[src/rtl/tx_sched_pkg.sv]
// tx_sched_pkg: shared state encoding and widths for the huge-page TX read scheduler.
package tx_sched_pkg;

    typedef enum logic [2:0] {
        IDLE,
        LOAD,
        REQ,
        DRAIN,
        FREE
    } state_t;

    localparam int BOUNDARY_BYTES = 4096;
    localparam int RDQW_W         = 10;

endpackage

[src/rtl/tx_rd_chunk_calc.sv]
// tx_rd_chunk_calc: size of the next read request, min(remaining, MAX_RD_QW[, qwords to next 4 KB]).
// The 4 KB term exists only when TX_SCHED_4K_SPLIT_EN is defined.
module tx_rd_chunk_calc
    import tx_sched_pkg::*;
#(
    parameter int MAX_RD_QW = 64
) (
`ifdef TX_SCHED_4K_SPLIT_EN
    input  logic [11:0]       i_addr_lo,
`endif
    input  logic [31:0]       i_rem,
    output logic [RDQW_W-1:0] o_chunk
);

    localparam logic [31:0] MAX_QW = 32'(MAX_RD_QW);

    logic [RDQW_W-1:0] w_cap;

    assign w_cap = (i_rem < MAX_QW) ? i_rem[RDQW_W-1:0] : MAX_QW[RDQW_W-1:0];

`ifdef TX_SCHED_4K_SPLIT_EN
    logic [RDQW_W-1:0] w_bnd;

    // Distance to the next 4 KB line is at most 512 qwords, so it fits the request width.
    assign w_bnd   = RDQW_W'((13'(BOUNDARY_BYTES) - {1'b0, i_addr_lo}) >> 3);
    assign o_chunk = (w_bnd < w_cap) ? w_bnd : w_cap;
`else
    assign o_chunk = w_cap;
`endif

endmodule

[src/rtl/tx_huge_page_sched.sv]
// tx_huge_page_sched: walks host huge pages 1,2,1,2,... issuing bounded read requests and
// freeing each page once all its completions are consumed. Optional TX_SCHED_4K_SPLIT_EN
// keeps every request inside a single 4 KB line.
module tx_huge_page_sched
    import tx_sched_pkg::*;
#(
    parameter int MAX_RD_QW       = 64,
    parameter int MAX_OUTSTANDING = 8
) (
    input  logic              trn_clk,
    input  logic              reset,
    input  logic [63:0]       huge_page_addr_1,
    input  logic [63:0]       huge_page_addr_2,
    input  logic [31:0]       huge_page_qwords_1,
    input  logic [31:0]       huge_page_qwords_2,
    input  logic              huge_page_status_1,
    input  logic              huge_page_status_2,
    output logic              huge_page_free_1,
    output logic              huge_page_free_2,
    output logic              rd_req,
    output logic [63:0]       rd_addr,
    output logic [RDQW_W-1:0] rd_qwords,
    input  logic              rd_ack,
    input  logic              rd_cpl_done,
    output logic              busy
);

    localparam logic [5:0] MAX_OUT = 6'(MAX_OUTSTANDING);

    state_t            r_state;
    logic              r_cur_page2;
    logic [5:0]        r_out;
    logic [31:0]       r_rem;
    logic              r_rd_req;
    logic [63:0]       r_rd_addr;
    logic [RDQW_W-1:0] r_rd_qwords;
    logic              r_free_1;
    logic              r_free_2;
    logic              r_busy;

    logic              w_status;
    logic [63:0]       w_page_addr;
    logic [31:0]       w_page_qwords;
    logic              w_ack;
    logic              w_cpl;
    logic [5:0]        w_out_next;
    logic              w_can_req;
    logic [63:0]       w_next_addr;
    logic [31:0]       w_next_rem;
    logic [31:0]       w_calc_rem;
    logic [RDQW_W-1:0] w_chunk;

    assign w_status      = r_cur_page2 ? huge_page_status_2 : huge_page_status_1;
    assign w_page_addr   = r_cur_page2 ? huge_page_addr_2   : huge_page_addr_1;
    assign w_page_qwords = r_cur_page2 ? huge_page_qwords_2 : huge_page_qwords_1;

    // An ack only counts against a request actually on offer; a completion at zero is dropped.
    assign w_ack      = rd_ack & r_rd_req;
    assign w_cpl      = rd_cpl_done & (r_out != 6'd0);
    assign w_out_next = r_out + {5'd0, w_ack} - {5'd0, w_cpl};
    assign w_can_req  = w_out_next < MAX_OUT;

    assign w_next_addr = r_rd_addr + (64'(r_rd_qwords) << 3);
    assign w_next_rem  = r_rem - 32'(r_rd_qwords);

    // LOAD sizes the first request straight from the page inputs; REQ sizes the one after an ack.
    assign w_calc_rem = (r_state == LOAD) ? w_page_qwords : w_next_rem;

`ifdef TX_SCHED_4K_SPLIT_EN
    logic [11:0] w_calc_addr_lo;

    assign w_calc_addr_lo = (r_state == LOAD) ? w_page_addr[11:0] : w_next_addr[11:0];

    tx_rd_chunk_calc #(
        .MAX_RD_QW (MAX_RD_QW)
    ) u_chunk (
        .i_addr_lo (w_calc_addr_lo),
        .i_rem     (w_calc_rem),
        .o_chunk   (w_chunk)
    );
`else
    tx_rd_chunk_calc #(
        .MAX_RD_QW (MAX_RD_QW)
    ) u_chunk (
        .i_rem     (w_calc_rem),
        .o_chunk   (w_chunk)
    );
`endif

    assign huge_page_free_1 = r_free_1;
    assign huge_page_free_2 = r_free_2;
    assign rd_req           = r_rd_req;
    assign rd_addr          = r_rd_addr;
    assign rd_qwords        = r_rd_qwords;
    assign busy             = r_busy;

    // Count issued-but-uncompleted requests; ack and completion together cancel out.
    always_ff @(posedge trn_clk) begin
        if (reset) begin
            r_out <= 6'd0;
        end else begin
            r_out <= w_out_next;
        end
    end

    // Page sequencer: latch page, issue chunks under the outstanding cap, drain, free, alternate.
    always_ff @(posedge trn_clk) begin
        if (reset) begin
            r_state     <= IDLE;
            r_cur_page2 <= 1'b0;
            r_rem       <= 32'd0;
            r_rd_req    <= 1'b0;
            r_rd_addr   <= 64'd0;
            r_rd_qwords <= '0;
            r_free_1    <= 1'b0;
            r_free_2    <= 1'b0;
            r_busy      <= 1'b0;
        end else begin
            r_free_1 <= 1'b0;
            r_free_2 <= 1'b0;
            case (r_state)
                IDLE: begin
                    if (w_status) begin
                        r_state <= LOAD;
                        r_busy  <= 1'b1;
                    end
                end
                LOAD: begin
                    r_rd_addr   <= w_page_addr;
                    r_rem       <= w_page_qwords;
                    r_rd_qwords <= w_chunk;
                    if (w_page_qwords == 32'd0) begin
                        r_state  <= FREE;
                        r_free_1 <= ~r_cur_page2;
                        r_free_2 <= r_cur_page2;
                    end else begin
                        r_state  <= REQ;
                        r_rd_req <= w_can_req;
                    end
                end
                REQ: begin
                    if (w_ack) begin
                        r_rd_addr <= w_next_addr;
                        r_rem     <= w_next_rem;
                        if (w_next_rem == 32'd0) begin
                            r_state  <= DRAIN;
                            r_rd_req <= 1'b0;
                        end else begin
                            r_rd_qwords <= w_chunk;
                            r_rd_req    <= w_can_req;
                        end
                    end else begin
                        r_rd_req <= w_can_req;
                    end
                end
                DRAIN: begin
                    if (w_out_next == 6'd0) begin
                        r_state  <= FREE;
                        r_free_1 <= ~r_cur_page2;
                        r_free_2 <= r_cur_page2;
                    end
                end
                FREE: begin
                    r_state     <= IDLE;
                    r_busy      <= 1'b0;
                    r_cur_page2 <= ~r_cur_page2;
                end
                default: begin
                    r_state <= IDLE;
                end
            endcase
        end
    end

endmodule

[config.mk]
export PLATFORM = sky130hd
export DESIGN_NAME = tx_huge_page_sched
export DESIGN_NICKNAME = d
export VERILOG_FILES = /design/src/rtl/tx_sched_pkg.sv /design/src/rtl/tx_rd_chunk_calc.sv /design/src/rtl/tx_huge_page_sched.sv
export SDC_FILE = /design/constraint.sdc
export NUM_CORES = 1
export LEC_CHECK = 0
export BUFFER_PORTS_ARGS = -buffer_cell sky130_fd_sc_hd__buf_2
export CORE_MARGIN = 4
export CORE_UTILIZATION = 45
export DETAILED_ROUTE_END_ITERATION = 16
export HOLD_SLACK_MARGIN = 0.03
export PLACE_DENSITY = 0.71
export RECOVER_POWER = 50
export SKIP_CTS_REPAIR_TIMING = 1
export SYNTH_ARGS = -nofsm -noshare
export SYNTH_HDL_FRONTEND = slang
export SYNTH_SLANG_ARGS = --single-unit
[constraint.sdc]
create_clock -name trn_clk -period 6.93 [get_ports trn_clk]
set_input_delay 0.693 -clock trn_clk [delete_from_list [all_inputs] [get_ports trn_clk]]
set_output_delay 0.693 -clock trn_clk [all_outputs]
set_load 0.01 [all_outputs]
### After elaboration in Yosys (flattened, before gate mapping)

Index checks and enable logic that the tools add are counted.

| storage, ports and cells | value |
|---|---|
| output and inout port bits | 78 |
| logic and storage cells | 71 |
| bits of input ports | 198 |
| register bits | 120 |

| operators by class | value |
|---|---|
| $lt $le $gt $ge | 2 |
| muxes and demuxes | 30 |
| equality and inequality tests | 10 |
| reductions and logical operators | 12 |
| bitwise logic cells | 3 |
| $add $sub $neg | 4 |

Operators by type and width:

| kind | count |
|---|---|
| $mux W64 | 2 |
| $pmux W64 S2 | 1 |
| $mux W32 | 3 |
| $add A64 B13 Y64 | 1 |
| $logic_not A32 Y1 | 2 |
| $pmux W32 S2 | 1 |
| $lt A32 B7 Y1 const B | 1 |
| $sub A32 B10 Y32 | 1 |
| $mux W10 | 3 |
| $pmux W10 S2 | 1 |
| $mux W3 | 5 |
| $ne A2 B2 Y1 const B | 6 |
| $pmux W3 S4 | 1 |
| $mux W1 | 9 |
| $pmux W1 S2 | 4 |
| $add A6 B1 Y6 | 1 |
| $eq A3 B2 Y1 const B | 2 |
| $logic_not A6 Y1 | 1 |
| $lt A6 B4 Y1 const B | 1 |
| $reduce_and A2 Y1 | 3 |
| $reduce_bool A6 Y1 | 1 |
| $sub A6 B1 Y6 | 1 |
| $reduce_and A4 Y1 | 1 |
| $reduce_bool A2 Y1 | 2 |
| 6 further kinds | 7 |

### Longest topological paths before layout

Gate-level depths: netlist (run 1).

| depth | value |
|---|---|
| depth after elaboration | 7 |
| mapped depth | 15 |
| depth with buffers taken out | 15 |

### Modules after synthesis

Synthesis (run 1) repeated with hierarchy kept, for this count alone.

| unflattened totals | value |
|---|---|
| cells, all modules | 1,348 |
| area, all modules | 9,879.5 um2 |

Modules (own cells, without submodules):

| module | instances | cells each | seq. area each (um2) | area an instance (um2) |
|---|---|---|---|---|
| tx_huge_page_sched | 1 | 1,322 | 2,402.3 | 9,700.6 |
| tx_rd_chunk_calc | 1 | 26 | 0.0 | 178.9 |

### Worst setup path after synthesis (run 1)

No wires, ideal clock.

| timing | value |
|---|---|
| path kind | flip-flop to flip-flop |
| start point | register r_rd_qwords[6], in the netlist rd_qwords[6] |
| end point | register r_rd_qwords[0], in the netlist rd_qwords[0] |
| library setup time | 0.070 ns |
| path slack | 3.243 ns |
| period minus slack after synthesis | 3.687 ns |
| arrival | 3.616 ns |
| required time | 6.860 ns |
| stages on the path, launching flop included | 13 |
| path buffers | 1 |
| cell sequence | dfxtp_1 -> inv_1 -> ha_1 -> buf_2 -> a21o_1 -> a32o_1 -> or4_4 -> o21ai_2 -> nand2_1 -> or4_1 -> or4_4 -> o41ai_4 -> o2bb2ai_1 |

| on the way | value |
|---|---|
| cells in the longest elaborated chain, start to end | 7 |
| elaborated cells between the ends (all ways) | 10 |
| those cells by class | add/sub (1); order compare (1); eq/ne (1); mux (5); reduce/logical (2) |

Ends and longest elaborated chain:

| item | RTL line | text |
|---|---|---|
| from (decl) | tx_huge_page_sched.sv:36 | `logic [RDQW_W-1:0] r_rd_qwords;` |
| from (signal assigned) | tx_huge_page_sched.sv:131 | `r_rd_qwords <= w_chunk;` |
| from (signal assigned) | tx_huge_page_sched.sv:149 | `r_rd_qwords <= w_chunk;` |
| $sub A32 B10 Y32 * | tx_huge_page_sched.sv:64 | `assign w_next_rem = r_rem - 32'(r_rd_qwords);` |
| $mux W32 | tx_huge_page_sched.sv:67 | `assign w_calc_rem = (r_state == LOAD) ? w_page_qwords : w_next_rem;` |
| $lt A32 B7 Y1 | tx_rd_chunk_calc.sv:19 | `assign w_cap = (i_rem < MAX_QW) ? i_rem[RDQW_W-1:0] : MAX_QW[RDQW_W-1:0];` |
| $mux W10 | tx_rd_chunk_calc.sv:19 |  |
| $mux W10 | tx_huge_page_sched.sv:145 | `if (w_next_rem == 32'd0) begin` |
| $mux W10 | tx_huge_page_sched.sv:142 | `if (w_ack) begin` |
| $pmux W10 S2 | tx_huge_page_sched.sv:121 | `case (r_state)` |

Every way passes the cells marked *; elsewhere a longest branch is shown, timed or not. The select of a mux whose other input is x is not followed.
A chain may end at the register's enable or synchronous reset.

### Final worst setup path (run 1)

| timing | value |
|---|---|
| start point | register r_cur_page2 |
| end point | register r_rd_addr[13], in the netlist rd_addr[13] |

| on the way | value |
|---|---|
| cells in the longest elaborated chain, start to end | 2 |

Ends and longest elaborated chain:

| item | RTL line | text |
|---|---|---|
| from (decl) | tx_huge_page_sched.sv:31 | `logic r_cur_page2;` |
| from (signal assigned) | tx_huge_page_sched.sv:166 | `r_cur_page2 <= ~r_cur_page2;` |
| $mux W64 | tx_huge_page_sched.sv:54 | `assign w_page_addr = r_cur_page2 ? huge_page_addr_2 : huge_page_addr_1;` |
| $pmux W64 S2 | tx_huge_page_sched.sv:121 |  |
| to (signal assigned) | tx_huge_page_sched.sv:129 | `r_rd_addr <= w_page_addr;` |
| to (signal assigned) | tx_huge_page_sched.sv:143 | `r_rd_addr <= w_next_addr;` |
| to (decl) | tx_huge_page_sched.sv:35 | `logic [63:0] r_rd_addr;` |

Every way passes these cells.

==> metrics.yaml, run 1 <==
crit_required_ns: 7.22
finClkSkew_ns: 0.009632
netlist_top_cells_area: "dfxtp_1 (27%), mux2i_1 (8.9%), a21oi_1 (5.8%), nor2_1 (5.4%), nand2_1 (4.9%)"
power_density_nw_per_um2: 244.2
tritoncts: "yes"
wl_per_cell_um: 19.07
ys_seq_elements: 120
finalSetupViolCount: 0
wl_um: 32690
synth.largest_area_cell: "dfxtp_1"
synth_top_area_frac: 0.2667
io_buffers: 275
grt_antenna_before_repair: 0
ant_nets: 0
place_area_um2: 10500
synth_area_per_cell_um2: 7.413
nets: 1665
row_count: 51
clk_pin_slew_worst_paths_ns: 0.06
fin_tns_setup_ns: 0
layout-drive-gt1-share: 0.1843
grt_max_degree: 93
synth_cells: 1215
drv_cap: 2
clk_latency_ns: 0.43
gr-total-overflow: 0
hold_viol_final: 0
vias_per_cell: 6.005
seq_area_um2: 2406
ys_types: 70
dpl.hpwl_um: 23950
worstSetupEndpointType: "flop"
yosysMostFrequentCell: "nor2_1"
clock-sinks: 120
setup.worst_path.start_class: "flop"
dr.pass1.iters: 5
ys_async_sr_fraction: 0
yosys_most_used_dff: "dfxtp_1"
status: "complete, but fails checks"
die_h_um: 149.5
die_w_um: 149.5
post-route-period-util: 0.7158
synth_edf_count: 0
syn-num-nets: 1444
synth_area_um2: 9007
min_period_ns: 4.961
drt_iter0_drc: 796
crit_arrival_ns: 5.25
cts_root_buf: "clkbuf_16"
htree_levels: 4
synthTopCellsByCount: "nor2_1 (130), dfxtp_1 (120), nand2_1 (117)"
core_region_area_um2: 19590
fill_cells: 1928
area_growth_syn_to_layout_pct: 22.36
drc: 0
slew_viol_final: 69
cts_made_buffers: 17
io_pins: 276
start_util: 0.4598
p_leak_nw: 4.118
worstPathMaxFanout: 51
final_area_um2: 11020
violations: "max-capacitance violations, max-slew violations"
clk_path_buf_depth: 2
fmax_mhz: 201.6
track_usage: 0.2868
worst_slew_pin_slew_ns: 2.385
fp.dieArea_um2: 22340
antenna_cells: 0
gp_congestion: 0.9050
yosysSeqAreaShare: 0.2667
multi_input_area_um2: 6173
grt_pass1_vias: 9701
vdd_drop_max_mv: 0.1909
criticalPathCategory: "reg2reg"
hold_class: "reg2reg"
relSlewSlack: -0.5900
rsz0062_at_grt: "false"
yosysWarnings: 0
grt_pass1_wl_um: 51470
vias: 10292
==> flip-flops by register name (all words and copies together) (netlist names), 3 cells and up <==
name	flops
rd_addr	64
r_state	3
r_rem	32
rd_qwords	10
r_out	6
==> placed cells by master, fill, tap and decap left out, drive strengths merged, types with 8 or more instances in the layout <==
cell,n
a21oi,106
dfxtp,120
nor2b,18
nor3,61
or4,10
clkbuf,99
nand3,44
o21a,10
nand4,21
inv,37
o21ai,79
xor2,8
or3,10
mux2i,80
xnor2,15
mux2,14
a31oi,14
and3,13
a311oi,10
ha,28
a211oi,28
nand2,117
o211ai,16
a22oi,8
nor2,130
a2111oi,11
o2bb2ai,8
and2,8
nor4,24
a21o,12
buf,203
==> routing by layer <==
layer  vias to the layer above  wire length (um)  global-route usage
li1                       4970                 -                   -
met1                      4806             13700              0.3724
met3                        59              2475             0.05663
met2                       457             15710              0.4810
met4                         0               809             0.09108
met5                         -                 0                   0
==> cells by family (layout without fill, tap and decap cells) <==
family	Yosys count	after routing	share of synthesized area
AO/OA/AOI/OAI	353	353	0.2541
flip-flops	120	120	0.2667
adder cells (fa/ha/maj)	31	31	0.04556
AND/OR/NAND/NOR	478	478	0.2553
XOR/XNOR	23	23	0.02236
buffers and inverters	116	350	0.04959
multiplexers	94	94	0.1064
==> where the power goes <==
part | total [mW] | internal [mW] | switching [mW]
Sequential | 0.837 | 0.759 | 0.0779
Combinational | 0.875 | 0.339 | 0.536
Clock | 0.979 | 0.624 | 0.355
==> per-stage QoR <==
step                      std cells  total power [mW]  setup WS [ns]  utilization  hold slack [ns]
after detailed placement       1682             1.718          2.974       0.5358           0.4523
final                          1714             2.691          1.969       0.5626           0.4615
after global placement         1682             1.708          3.061       0.5358           0.4436
after global routing           1714             2.836          1.454       0.5626           0.4878
after CTS                      1714             2.695          2.945       0.5688           0.4601
after floorplan                1215             1.438          3.243            -           0.4356
==> area by class of cell <==
type,count,share of cell area
Clock buffer,19,0.04109
Clock inverter,13,0.01748
Inverter,35,0.01192
Multi-Input combinational cell,979,0.5601
Sequential cell,120,0.2183
Tap cell,265,0.03008
Timing Repair Buffer,283,0.1210
==> critical path: stages, from the launching register on <==
cell and delay (ns):
dfxtp_4 0.79, clkbuf_1 1.75, clkbuf_1 1.41, mux2_2 0.46, nand2_1 0.07, o31ai_1 0.09
a22oi_1 0.18, nor2_1 0.05
==> final timing paths <==
path,start,end,slack [ns],depth (start not counted)
max,r_cur_page2$_SDFFE_PP0P_,rd_addr[13]$_SDFFE_PP0P_,1.97,7
min,r_rem[7]$_SDFFE_PP0P_,r_rem[7]$_SDFFE_PP0P_,0.46,2
max reg2reg,r_cur_page2$_SDFFE_PP0P_,rd_addr[13]$_SDFFE_PP0P_,1.97,7
min reg2reg,r_rem[7]$_SDFFE_PP0P_,r_rem[7]$_SDFFE_PP0P_,0.46,2
No activity file was read; power rests on OpenSTA's default activity.
==> inputs of run 2 (changes only) <==
Settings changed: PLACE_DENSITY 0.71 to 0.74.
Clock period 6.93 ns to 4.2 ns, I/O delays scaled along.
==> metrics.yaml, run 2 (same netlist as run 1, synthesis figures left out) <==
status: "complete, but fails checks"
violations: "max-capacitance violations, max-slew violations"
crit_required_ns: 4.55
fp.dieArea_um2: 22340
setup.worst_path.start_class: "flop"
layout-drive-gt1-share: 0.1933
finalSetupViolCount: 0
die_w_um: 149.5
p_leak_nw: 4.223
post-route-period-util: 0.9325
fin_tns_setup_ns: 0
power_density_nw_per_um2: 405.3
worst_slew_pin_slew_ns: 1.988
layout_common_cells: "buf_2 (196), nor2_1 (128), dfxtp_1 (119)"
wl_um: 32910
relSlewSlack: -0.3254
grt_pass1_wl_um: 51040
htree_levels: 4
io_buffers: 275
hold_class: "in2reg"
start_util: 0.4598
clk_pin_slew_worst_paths_ns: 0.07
cp_slowest_cell: "or4_1"
crit_arrival_ns: 4.27
gp_congestion: 0.9118
cts_made_buffers: 17
track_usage: 0.2852
multi_input_area_um2: 6183
largest_reg_flops: 64
fmax_mhz: 255.3
vias: 10412
rsz0062_at_grt: "false"
drv_cap: 2
vias_per_cell: 6.022
worstSetupEndpointType: "flop"
finClkSkew_ns: 0.01658
cp_top_family: "simple AND/OR/NAND/NOR gates"
fin_util: 0.5705
wl_per_cell_um: 19.03
dpl.hpwl_um: 23850
fill_cells: 1887
hold_viol_final: 0
slowest_delay_ns: 0.54
core_region_area_um2: 19590
cp.buffers_inverters: 1
crit_chain: "inv_1, ha_1, and2_1, a221oi_2, a21oi_2, nor4_2, mux2i_1, or4_1, or4_4, o41ai_4, o2bb2ai_1"
dr.pass1.iters: 6
io_pins: 276
gr-total-overflow: 0
antenna_cells: 0
worstPathMaxFanout: 9
grt_antenna_before_repair: 0
tritoncts: "yes"
drc: 0
clk_path_buf_depth: 2
clock-sinks: 120
die_h_um: 149.5
seq_area_um2: 2406
nets: 1680
drt_iter0_drc: 922
ant_nets: 0
min_period_ns: 3.916
vdd_drop_max_mv: 0.2614
grt_pass1_vias: 9743
cts_root_buf: "clkbuf_16"
mostFrequentLayoutCell: "buf_2"
clk_latency_ns: 0.44
criticalPathCategory: "reg2reg"
grt_max_degree: 93
slew_viol_final: 124
row_count: 51
area_growth_syn_to_layout_pct: 24.07
[run 2: cell types whose count changed in the layout (fill, tap and decap cells not counted), sizes merged]
| cell | previous run | this run |
|---|---|---|
| buf | 203 | 217 |
| bufinv | 4 | 5 |
| inv | 37 | 36 |
| clkbuf | 99 | 102 |
| clkinv | 2 | 4 |
| clkinvlp | 5 | 1 |
[run 2: final cells by class]
class	instances	share of cell area
inverter	35	0.01176
tap	265	0.02967
clock inverter	11	0.01735
timing repair buffer	298	0.1314
clock buffer	21	0.04120
multi-input combinational	979	0.5533
sequential	120	0.2153
[run 2: tightest hold or removal path, cell delays in order]
cell	delay, ns
buf_2	0.08
a211oi_1	0.06
nor3_1	0.14
[run 2: layer usage]
| layer | vias up | GRT usage | share of wire |
|---|---|---|---|
| met2 | 515 | 0.4679 | 0.47 |
| met1 | 4835 | 0.3664 | 0.41 |
| li1 | 4991 | - | - |
| met3 | 71 | 0.06239 | 0.084 |
| met4 | 0 | 0.1121 | 0.032 |
| met5 | - | 0 | 0 |
[run 2: power by group]
part	leakage, nW	internal, mW	total (mW)	switching [mW]
combinational	2.92	0.584	1.49	0.901
sequential	0.980	1.25	1.37	0.121
clock	0.318	1.09	1.67	0.586
total	4.22	2.92	4.53	1.61
[run 2: path summary, 6_finish.rpt]
check,cells past startpoint,endpoint,slack (ns),from
worst max-delay path,11,rd_qwords[4]$_SDFFE_PP0P_,0.28,rd_qwords[4]$_SDFFE_PP0P_
worst min register to register,2,r_rem[7]$_SDFFE_PP0P_,0.46,r_rem[7]$_SDFFE_PP0P_
worst min-delay path,3,rd_addr[63]$_SDFFE_PP0P_,0.31,huge_page_addr_2[63]
worst max register to register,11,rd_qwords[4]$_SDFFE_PP0P_,0.28,rd_qwords[4]$_SDFFE_PP0P_
[run 2: stage by stage]
stage	hold slack, ns	cells	setup slack [ns]	area, um^2	total power, mW
4_1_cts	0.3183	1729	0.1748	11290	4.529
3_3_place_gp	0.4427	1697	0.3327	10630	2.852
5_1_grt	0.3517	1729	0.03963	11180	4.759
6_report	0.3092	1729	0.2836	11180	4.529
3_5_place_dp	0.4534	1697	0.2387	10630	2.862
2_1_floorplan	0.4356	1215	0.5131	9007	2.372
==> inputs of run 3 (changes only) <==
Settings changed: CTS_BUF_LIST set to sky130_fd_sc_hd__clkbuf_8.
==> metrics.yaml, run 3 (same netlist as run 1, synthesis figures left out) <==
reg2reg_depth: 11
clock-sinks: 120
die_h_um: 149.5
wl_per_cell_um: 18.95
ant_nets: 0
stdcell_count: 1729
gr-total-overflow: 0
worstSetupEndpointType: "flop"
post-route-period-util: 0.9481
vias_per_cell: 5.999
area_growth_syn_to_layout_pct: 22.04
clk_path_buf_depth: 2
mostFrequentLayoutCell: "buf_2"
hold_viol_final: 0
htree_levels: 4
min_period_ns: 3.982
relSlewSlack: -0.3639
drt_iter0_drc: 820
fmax_mhz: 251.1
io_pins: 276
crit_required_ns: 4.57
wl_um: 32760
vdd_drop_max_mv: 0.1797
row_count: 51
grt_max_degree: 93
vias: 10373
criticalPathCategory: "reg2reg"
crit_arrival_ns: 4.36
status: "complete, but fails checks"
cts_root_buf: "clkbuf_8"
nets: 1680
drv_cap: 2
core_region_area_um2: 19590
layout-drive-gt1-share: 0.1933
start_util: 0.4598
dr.pass1.iters: 6
clk_latency_ns: 0.45
clk_pin_slew_worst_paths_ns: 0.08
dpl.hpwl_um: 23850
die_w_um: 149.5
largest_reg_flops: 64
dp.cells: 1697
min_path_cells: 3
fin_tns_setup_ns: 0
worst_hold_slack_ns: 0.2950
layout_common_cells: "buf_2 (196), nor2_1 (128), dfxtp_1 (119)"
grt_pass1_vias: 9652
fin_util: 0.5612
place_area_um2: 10630
cts_made_buffers: 17
power_density_nw_per_um2: 373.9
drc: 0
finClkSkew_ns: 0.01446
violations: "max-capacitance violations, max-slew violations"
antenna_cells: 0
slew_viol_final: 124
tritoncts: "yes"
io_buffers: 275
gp_congestion: 0.9118
rsz0062_at_grt: "false"
grt_pass1_wl_um: 51000
final_area_um2: 10990
r2r_setup_slack_ns: 0.22
hold_class: "in2reg"
p_leak_nw: 4.144
worstPathMaxFanout: 8
finalSetupViolCount: 0
fp.dieArea_um2: 22340
setup.worst_path.start_class: "flop"
track_usage: 0.2829
worst_slew_pin_slew_ns: 2.046
grt_antenna_before_repair: 0
## run 3: changes by cell type in the layout (fill, tap and decap cells not counted)
| cell | previous run | this run |
|---|---|---|
| nor4_4 | 0 | 1 |
| nand2_2 | 1 | 2 |
| clkbuf_8 | 2 | 19 |
| inv_1 | 35 | 37 |
| nor4_2 | 1 | 0 |
| clkbuf_16 | 17 | 0 |
| clkbuf_1 | 82 | 80 |
| nor2_2 | 1 | 0 |
| nor2_4 | 1 | 2 |
| nand2_4 | 1 | 0 |
## run 3: per-stage QoR
stage	power [mW]	worst slack (ns)
final	4.111	0.2178
after global routing	4.350	0.02474
after CTS	4.115	0.2178
after floorplan	2.372	0.5131
after detailed placement	2.862	0.2387
after global placement	2.852	0.3327
## run 3: worst paths after layout
kind,startpoint,endpoint
min,huge_page_addr_2[63],rd_addr[63]$_SDFFE_PP0P_
max reg2reg,rd_qwords[8]$_SDFFE_PP0P_,rd_qwords[2]$_SDFFE_PP0P_
min reg2reg,r_rem[7]$_SDFFE_PP0P_,r_rem[7]$_SDFFE_PP0P_
max,rd_qwords[8]$_SDFFE_PP0P_,rd_qwords[2]$_SDFFE_PP0P_
## run 3: critical path: stages, from the launching register on
cell       delay [ns]
dfxtp_1          0.36
inv_1            0.07
ha_1             0.37
and3_1           0.27
a32o_1           0.38
or4_4            0.47
o21ai_2          0.15
nand2_1          0.06
or4_1            0.50
or4_4            0.52
o41ai_4          0.57
o2bb2ai_1        0.18
## run 3: final cells by class
cell class                      count  area, um^2
Clock inverter                     13       201.4
Inverter                           35       131.4
Multi-Input combinational cell    979        6192
Clock buffer                       19       261.5
Tap cell                          265       331.6
Timing Repair Buffer              298        1469
Sequential cell                   120        2406
Fill cell                        1914        8597
## run 3: report_power, final
part	internal, mW	total, mW	switching, mW
Clock	0.736	1.25	0.517
Sequential	1.25	1.37	0.120
Combinational	0.587	1.49	0.901
## run 3: routing by layer
metal / up-vias / GRT usage / share of wire
met5: - / 0 / 0
met4: 0 / 0.07597 / 0.019
met3: 59 / 0.05845 / 0.086
met2: 512 / 0.4762 / 0.48
met1: 4813 / 0.3697 / 0.41
li1: 4989 / - / -
